`config.mk`:
```
export PLATFORM = sky130hd
export DESIGN_NAME = microm_decoder
export DESIGN_NICKNAME = d
export VERILOG_FILES = /design/src/rtl/microm_decoder.sv
export SDC_FILE = /design/constraint.sdc
export NUM_CORES = 1
export LEC_CHECK = 0
export BUFFER_PORTS_ARGS = -buffer_cell sky130_fd_sc_hd__clkbuf_2
export CAP_MARGIN = 20
export CORE_MARGIN = 3
export CORE_UTILIZATION = 51
export CTS_CLUSTER_SIZE = 20
export DETAILED_ROUTE_END_ITERATION = 10
export PLACE_DENSITY = 0.78
export SLEW_MARGIN = 20
export SYNTH_ARGS = -nofsm -noshare
export SYNTH_HDL_FRONTEND = slang
export SYNTH_SLANG_ARGS = --single-unit
```
`constraint.sdc`:
```
create_clock -name clk -period 1.84 [get_ports clk]
set_input_delay 0.092 -clock clk [delete_from_list [all_inputs] [get_ports clk]]
set_output_delay 0.092 -clock clk [all_outputs]
set_load 0.01 [all_outputs]
```
`src/rtl/microm_decoder.sv`:
```
// Reassembles the microm bytecode stream (one byte per handshake) into opcode, imm32 and register operands.
// An instruction is presented one cycle after its last byte is accepted; in_ready drops only while a result waits for out_ready.
module microm_decoder #(
  parameter int NUM_REGS = 16
) (
  input  logic        clk,
  input  logic        rst,
  input  logic        in_valid,
  input  logic [7:0]  in_data,
  output logic        in_ready,
  output logic        out_valid,
  input  logic        out_ready,
  output logic [3:0]  out_op,
  output logic [31:0] out_imm,
  output logic [7:0]  out_reg_a,
  output logic [7:0]  out_reg_b,
  output logic        err,
  output logic [1:0]  err_code
);

  typedef enum logic [1:0] {OPC, IMM, REGA, REGB} state_t;

  localparam logic [7:0] NREGS = 8'(NUM_REGS);

  state_t      state;
  logic [1:0]  cnt;
  logic [3:0]  op_q;
  logic [31:0] imm_q;
  logic [7:0]  rega_q;

  logic acc;
  logic opc_ok;
  logic reg_bad;
  logic two_reg;

  assign in_ready = !rst && !(out_valid && !out_ready);
  assign acc      = in_valid && in_ready;
  assign opc_ok   = (in_data >= 8'h01) && (in_data <= 8'h0C);
  assign reg_bad  = (in_data >= NREGS);
  assign two_reg  = (op_q >= 4'h9);

  always_ff @(posedge clk) begin
    if (rst) begin
      state     <= OPC;
      cnt       <= 2'd0;
      op_q      <= 4'd0;
      imm_q     <= 32'd0;
      rega_q    <= 8'd0;
      out_valid <= 1'b0;
      out_op    <= 4'd0;
      out_imm   <= 32'd0;
      out_reg_a <= 8'd0;
      out_reg_b <= 8'd0;
      err       <= 1'b0;
      err_code  <= 2'd0;
    end else begin
      err <= 1'b0;
      if (out_valid && out_ready)
        out_valid <= 1'b0;

      // Emits below only happen on an accepted byte, so a held result is never overwritten.
      if (acc) begin
        case (state)
          OPC: begin
            if (opc_ok) begin
              op_q   <= in_data[3:0];
              imm_q  <= 32'd0;
              rega_q <= 8'd0;
              cnt    <= 2'd0;
              if (in_data[3:0] <= 4'h2) begin
                state <= IMM;
              end else if (in_data[3:0] == 4'h7 || in_data[3:0] == 4'h8) begin
                out_valid <= 1'b1;
                out_op    <= in_data[3:0];
                out_imm   <= 32'd0;
                out_reg_a <= 8'd0;
                out_reg_b <= 8'd0;
              end else begin
                state <= REGA;
              end
            end else begin
              err      <= 1'b1;
              err_code <= 2'd1;
            end
          end

          IMM: begin
            case (cnt)
              2'd0:    imm_q[7:0]   <= in_data;
              2'd1:    imm_q[15:8]  <= in_data;
              2'd2:    imm_q[23:16] <= in_data;
              default: imm_q[31:24] <= in_data;
            endcase
            cnt <= cnt + 2'd1;
            if (cnt == 2'd3)
              state <= REGA;
          end

          REGA: begin
            if (reg_bad) begin
              err      <= 1'b1;
              err_code <= 2'd2;
              state    <= OPC;
            end else if (two_reg) begin
              rega_q <= in_data;
              state  <= REGB;
            end else begin
              out_valid <= 1'b1;
              out_op    <= op_q;
              out_imm   <= imm_q;
              out_reg_a <= in_data;
              out_reg_b <= 8'd0;
              state     <= OPC;
            end
          end

          REGB: begin
            if (reg_bad) begin
              err      <= 1'b1;
              err_code <= 2'd2;
            end else begin
              out_valid <= 1'b1;
              out_op    <= op_q;
              out_imm   <= 32'd0;
              out_reg_a <= rega_q;
              out_reg_b <= in_data;
            end
            state <= OPC;
          end

          default: state <= OPC;
        endcase
      end
    end
  end

endmodule

```
==> flow_summary.ini, run 1 <==
[timing]
timing.final.crit_share_pct = 101
hold_viol_final = 0
tns_ns = -0.0536
worst_pin_slew_ns = 0.663
finalSetupViolations = 6
grt_setup_unrepaired = yes
max-slew-margin-rel_pct = 55.8
report.final.slew_viol_count = 0
finalWorstSetupSlack_ns = -0.0136
fin_crit_ns = 1.85
max_freq_mhz = 540
skew_ns = 0.0169

[worst_setup_path]
crit_path_max_incr_delay_ns = 0.40
critPathMaxFanout = 5
end_kind = register
r2r_start = op_q[0]
crit_arrival_ns = 2.11
worst-path-buf-inv = 2
crit_chain = or3_4 -> a2111oi_4 -> buf_6 -> o21a_4 -> clkbuf_16 -> o32ai_1
cp_top_family = compound AO/OA/AOI/OAI gates
crit_slowest_cell = or3_4
cp.required_ns = 2.10
worstSetupPathType = register to register
crit_path_start_kind = register
crit_start = op_q[0]

[run]
maxCapViolations = 0

[synth]
yosysWarnings = 0
ys_seq_elements = 104
synth-main-ff-cell = dfxtp_1
synth_top_area_share_pct = 47.7
synth_area_sq_mm = 0.00437
yosysTopAreaCell = dfxtp_1
synth-edff-count = 0
yosysSeqAreaShare_pct = 47.7
avgSynthCellArea_sq_um = 9.12
postSynth.asyncResetShare_pct = 0
synth_fp_nets = 496
synth_cell_types = 49
syn_inst = 479
synth_area_leaders = dfxtp_1 48%, o32ai_1 6.6%, nand4b_1 4.6%, nand2_1 4.4%, inv_1 3.5%

[routing]
vias_per_cell = 5.92
antenna_left = 0
routedWlPerCell_um = 17.5
drt_iter0_drc = 230
vias = 3973
firstDrtPassIters = 5
drc = 0
wl_um = 11800

[global_route]
grt_max_degree = 64
grt_pass1_vias = 3716
antenna_found_initial = 0
grt-ovfl-total = 0
grt_pass1_wl_um = 18300
grt_util_all_layers_pct = 23.3

[layout]
antenna-diode-count = 0
final_common_cell = dfxtp_1
drive_gt1_share_pct = 28.8
areaGrowthSynthToFinish_pct = 24.8
nets = 578
mostFrequentLayoutCells = 102 x dfxtp_1, 68 x clkbuf_2, 50 x nand2_1, 41 x inv_1, 35 x buf_4
fin_util_pct = 66.0
final.fill_count = 662
fin_area_sq_mm = 0.00545

[clock_network]
clk_pin_slew_worst_paths_ns = 0.11
cts_tree = done
clock-sinks = 104
clock-root-buffer = clkbuf_8
clock_latency_ns = 0.39
cts_buffers = 9
clockBufferDepth = 2
htreeDepth = 3

[floorplan]
die_w_um = 98.5
pin_count = 69
die_y_um = 98.5
start_util_pct = 52.9
dieArea_sq_mm = 0.00971
rows = 33
core_sq_mm = 0.00826

[pwr]
internal-power_mw = 3.11
pwr-share-clk_pct = 40.1
switching_share_pct = 23.9
pwr-share-comb_pct = 4.7
switching_power_mw = 0.977
ir_worst_vdd_v = 0.000493
p_seq_share_pct = 55.1
power_density_mw_per_mm2 = 751
total_leakage_power_nw = 2.01

[place]
place_congestion = 0.911
dpl_cell_area_sq_mm = 0.00494
dp_hpwl_um = 7600
port_buffers = 68

[hold_path]
hold_path.class = input port to register
worstHoldStart = out_ready

[run_status]
violations = negative setup slack
outcome = complete, but fails checks
-- cell usage after synthesis, drive strengths merged, types with 6 or more instances --
library cell and number:
o21ai 28, clkbuf 28, a31o 12, mux2i 8, inv 41, o32ai 33, nand4b 23, nor2 28
buf 13, nor4b 11, nand3 10, o211ai 6, a31oi 6, dfxtp 104, a21oi 12, o22ai 11
nand2 51, nor3 6
-- worst register-to-register path: stages, from the launching register on --
cell and delay [ns]:
dfxtp_2 0.33, or3_4 0.40, a2111oi_4 0.31, buf_6 0.18, o21a_4 0.24, clkbuf_16 0.19, o32ai_1 0.07
-- routing by layer --
metal	GRT usage [%]	up-vias	part of all wire, %
met2	38.1	152	49
met3	4.95	25	6.7
li1	-	1910	-
met5	0	-	0
met4	8.61	0	2.6
met1	30.3	1886	42
-- layout make-up --
class / count / area [sq um] / share of cell area (%)
clock inverter: 7 / 110 / 2.02
inverter: 41 / 154 / 2.82
clock buffer: 9 / 124 / 2.27
multi-input combinational: 293 / 2080 / 38.1
sequential: 104 / 2080 / 38.2
tap: 105 / 131 / 2.41
timing repair buffer: 112 / 769 / 14.1
-- flip-flops by register name (all words and copies together) (netlist names) --
| signal | count |
|---|---|
| out_reg_b | 8 |
| out_op | 4 |
| out_reg_a | 8 |
| err | 1 |
| imm_q | 32 |
| rega_q | 8 |
| out_imm | 32 |
| state | 2 |
| err_code | 2 |
| out_valid | 1 |
| cnt | 2 |
| op_q | 4 |
-- what timing repair did --
action                                  4_1_cts  5_1_grt
hold buffers                                  0        0
endpoints found under the setup margin       36       69
buffers inserted                              2        0
gates cloned                                  2        3
gates resized for setup                      17       31
pin swaps                                     1        3
-- cells by family after synthesis --
family,count (synthesis),synth area share [%]
simple gates,150,19.1
compound gates,129,21.5
flops,104,47.7
buf+inv,82,8.22
mux,8,1.83
fa+ha+maj,6,1.66
-- final timing paths --
path	endpoint	slack, ns	depth (start not counted)
worst max-delay path	out_reg_a[7]	-0.01	6
worst max register to register	out_reg_a[7]	-0.01	6
worst min-delay path	out_valid	0.1	3
worst min register to register	out_imm[11]	0.46	2
-- power by group through the flow --
stage               sequential [mW]  clock [mW]  combinational, mW
detailed placement             2.31           0              0.181
finish                         2.26        1.64              0.194
floorplan                      2.31           0              0.108
global placement               2.31           0              0.178
CTS                            2.26        1.64              0.186
global route                   2.26        1.74              0.210
-- through the flow --
step,setup slack [ns],hold WS (ns),total power [mW],cells
floorplan,0.0446,0.278,2.42,479
global placement,-0.144,0.446,2.49,649
detailed placement,-0.309,0.454,2.49,649
CTS,-0.0113,0.0919,4.09,669
global route,-0.0740,0.124,4.21,671
finish,-0.0136,0.0973,4.09,671
No activity file was read; power rests on OpenSTA's default activity.
==> inputs of run 2 (changes only) <==
--- a/config.mk
+++ b/config.mk
@@ -8,10 +8,10 @@
 export BUFFER_PORTS_ARGS = -buffer_cell sky130_fd_sc_hd__clkbuf_2
 export CAP_MARGIN = 20
 export CORE_MARGIN = 3
-export CORE_UTILIZATION = 51
+export CORE_UTILIZATION = 40
 export CTS_CLUSTER_SIZE = 20
 export DETAILED_ROUTE_END_ITERATION = 10
-export PLACE_DENSITY = 0.78
+export PLACE_DENSITY = 0.64
 export SLEW_MARGIN = 20
 export SYNTH_ARGS = -nofsm -noshare
 export SYNTH_HDL_FRONTEND = slang
==> run 2 against run 1 <==
The flow still finishes with violations (negative setup slack). Critical endpoint is now out_reg_a[0]. Critical path depth unchanged. Largest cell class is now multi-input gates. Highest routed layer unchanged. Via count down 1.5%. Global-route usage down 5.0 points. Fmax up 0.17%. Die area up 26%.
==> flow_summary.ini, run 2 (synthesis gave the netlist of run 1 again) <==
[timing]
max-slew-margin-rel_pct = 56.4
finalSetupViolations = 3
finalWorstSetupSlack_ns = -0.0104
grt_setup_unrepaired = yes
skew_ns = 0.00949
worst_pin_slew_ns = 0.654
report.final.slew_viol_count = 0
timing.final.crit_share_pct = 101
max_freq_mhz = 540
hold_viol_final = 0
fin_crit_ns = 1.85

[global_route]
grt_pass1_wl_um = 18500
antenna_found_initial = 0
grt_util_all_layers_pct = 18.2
grt-ovfl-total = 0
grt_max_degree = 71
grt_pass1_vias = 3657

[floorplan]
pin_count = 69
core_sq_mm = 0.0105
start_util_pct = 41.7
die_y_um = 110
die_w_um = 110
rows = 37
dieArea_sq_mm = 0.0122

[layout]
final_common_cell = dfxtp_1
top_regs = imm_q x32, out_imm x32
final.fill_count = 997
drive_gt1_share_pct = 31.1
areaGrowthSynthToFinish_pct = 28.8
mostFrequentLayoutCells = 102 x dfxtp_1, 68 x clkbuf_2, 50 x nand2_1, 41 x inv_1, 32 x o32ai_1
nets = 582
multiInputGateArea_sq_mm = 0.00210
layoutNonFillerInstCount = 706
final-seq-area_sq_mm = 0.00208
fin_area_sq_mm = 0.00562
antenna-diode-count = 0

[worst_setup_path]
r2r.worst_path.cells = 6
crit_start = op_q[1]
r2r-end = out_reg_a[0]
critPathMaxFanout = 9
rrSetupSlack_ns = -0.01
crit_arrival_ns = 2.12
crit_path_start_kind = register
endpoint = out_reg_a[0]
cp.required_ns = 2.11
r2r_start = op_q[1]
end_kind = register
worstSetupPathType = register to register

[routing]
vias_per_cell = 5.54
wl_um = 11800
drc = 0
routedWlPerCell_um = 16.6
vias = 3914
firstDrtPassIters = 5
antenna_left = 0
drt_iter0_drc = 313

[run_status]
outcome = complete, but fails checks
violations = negative setup slack

[pwr]
switching_share_pct = 23.8
p_seq_share_pct = 55.0
power_density_mw_per_mm2 = 729
ir_worst_vdd_v = 0.000388
switching_power_mw = 0.977
pwr-share-clk_pct = 40.2
pwr-share-comb_pct = 4.8
internal-power_mw = 3.12
total_leakage_power_nw = 2.06

[hold_path]
hold_path.class = input port to register

[clock_network]
clock-root-buffer = clkbuf_8
clk_pin_slew_worst_paths_ns = 0.11
cts_buffers = 9
htreeDepth = 3
clock-sinks = 104
clock_latency_ns = 0.38
cts_tree = done
clockBufferDepth = 2

[run]
maxCapViolations = 0

[place]
dp_hpwl_um = 7450
place_congestion = 0.912
port_buffers = 68
dpl_cell_area_sq_mm = 0.00500
place_inst = 679
run 2: power groups by stage:
stage / Combinational [mW] / Clock, mW / Sequential (mW)
6_report: 0.198 / 1.65 / 2.26
3_5_place_dp: 0.186 / 0 / 2.31
5_1_grt: 0.215 / 1.76 / 2.26
4_1_cts: 0.190 / 1.68 / 2.26
2_1_floorplan: 0.108 / 0 / 2.31
3_3_place_gp: 0.184 / 0 / 2.31
run 2: metal layers:
layer  track usage [%]  wire [um]  vias up
li1                  -          -     1917
met1              23.9       5280     1855
met2              29.9       5670      124
met3              3.62        605       18
met4              6.40        197        0
met5                 0          0        -
run 2: area by class of cell:
type	count	share of cell area [%]
multi-input combinational	294	37.3
sequential	104	37.1
timing repair buffer	115	15.6
tap	136	3.03
inverter	41	2.74
clock buffer	9	2.20
clock inverter	7	2.05
run 2: what timing repair did:
action                                  4_1_cts  5_1_grt
pin swaps                                     9       15
gates resized for setup                      12       51
hold buffers                                  0        0
buffers inserted                              2        0
endpoints found under the setup margin       47       80
cloned                                        2        7
run 2: stage by stage:
| stage | TNS [ns] | power [mW] | utilization (%) | worst slack (ns) | hold WS, ns |
|---|---|---|---|---|---|
| detailed placement | -4.88 | 2.49 | 47.8 | -0.180 | 0.433 |
| CTS | 0 | 4.12 | 51.2 | 0.00107 | 0.0251 |
| global placement | -1.89 | 2.49 | 47.8 | -0.0708 | 0.439 |
| global route | -2.71 | 4.23 | 53.7 | -0.0874 | 0.0332 |
| floorplan | 0 | 2.42 | - | 0.0446 | 0.278 |
| finish | -0.0181 | 4.10 | 53.7 | -0.0104 | 0.0442 |
run 2: how the worst min path moves through the flow:
stage	depth (start not counted)	slack (ns)	endpoint	start
global placement	2	0.44	out_valid	rst
detailed placement	2	0.43	err_code[1]	rst
finish	2	0.04	out_valid	rst
global route	2	0.03	out_valid	rst
CTS	2	0.03	out_valid	rst
floorplan	2	0.28	out_reg_a[4]	in_data[4]
run 2: worst max-delay path: stages, from the launching register on:
cell and delay (ns):
dfxtp_2 0.33, or3_4 0.40, a2111oi_4 0.31, buf_6 0.18, o21a_4 0.25, clkbuf_16 0.20, o32ai_1 0.07
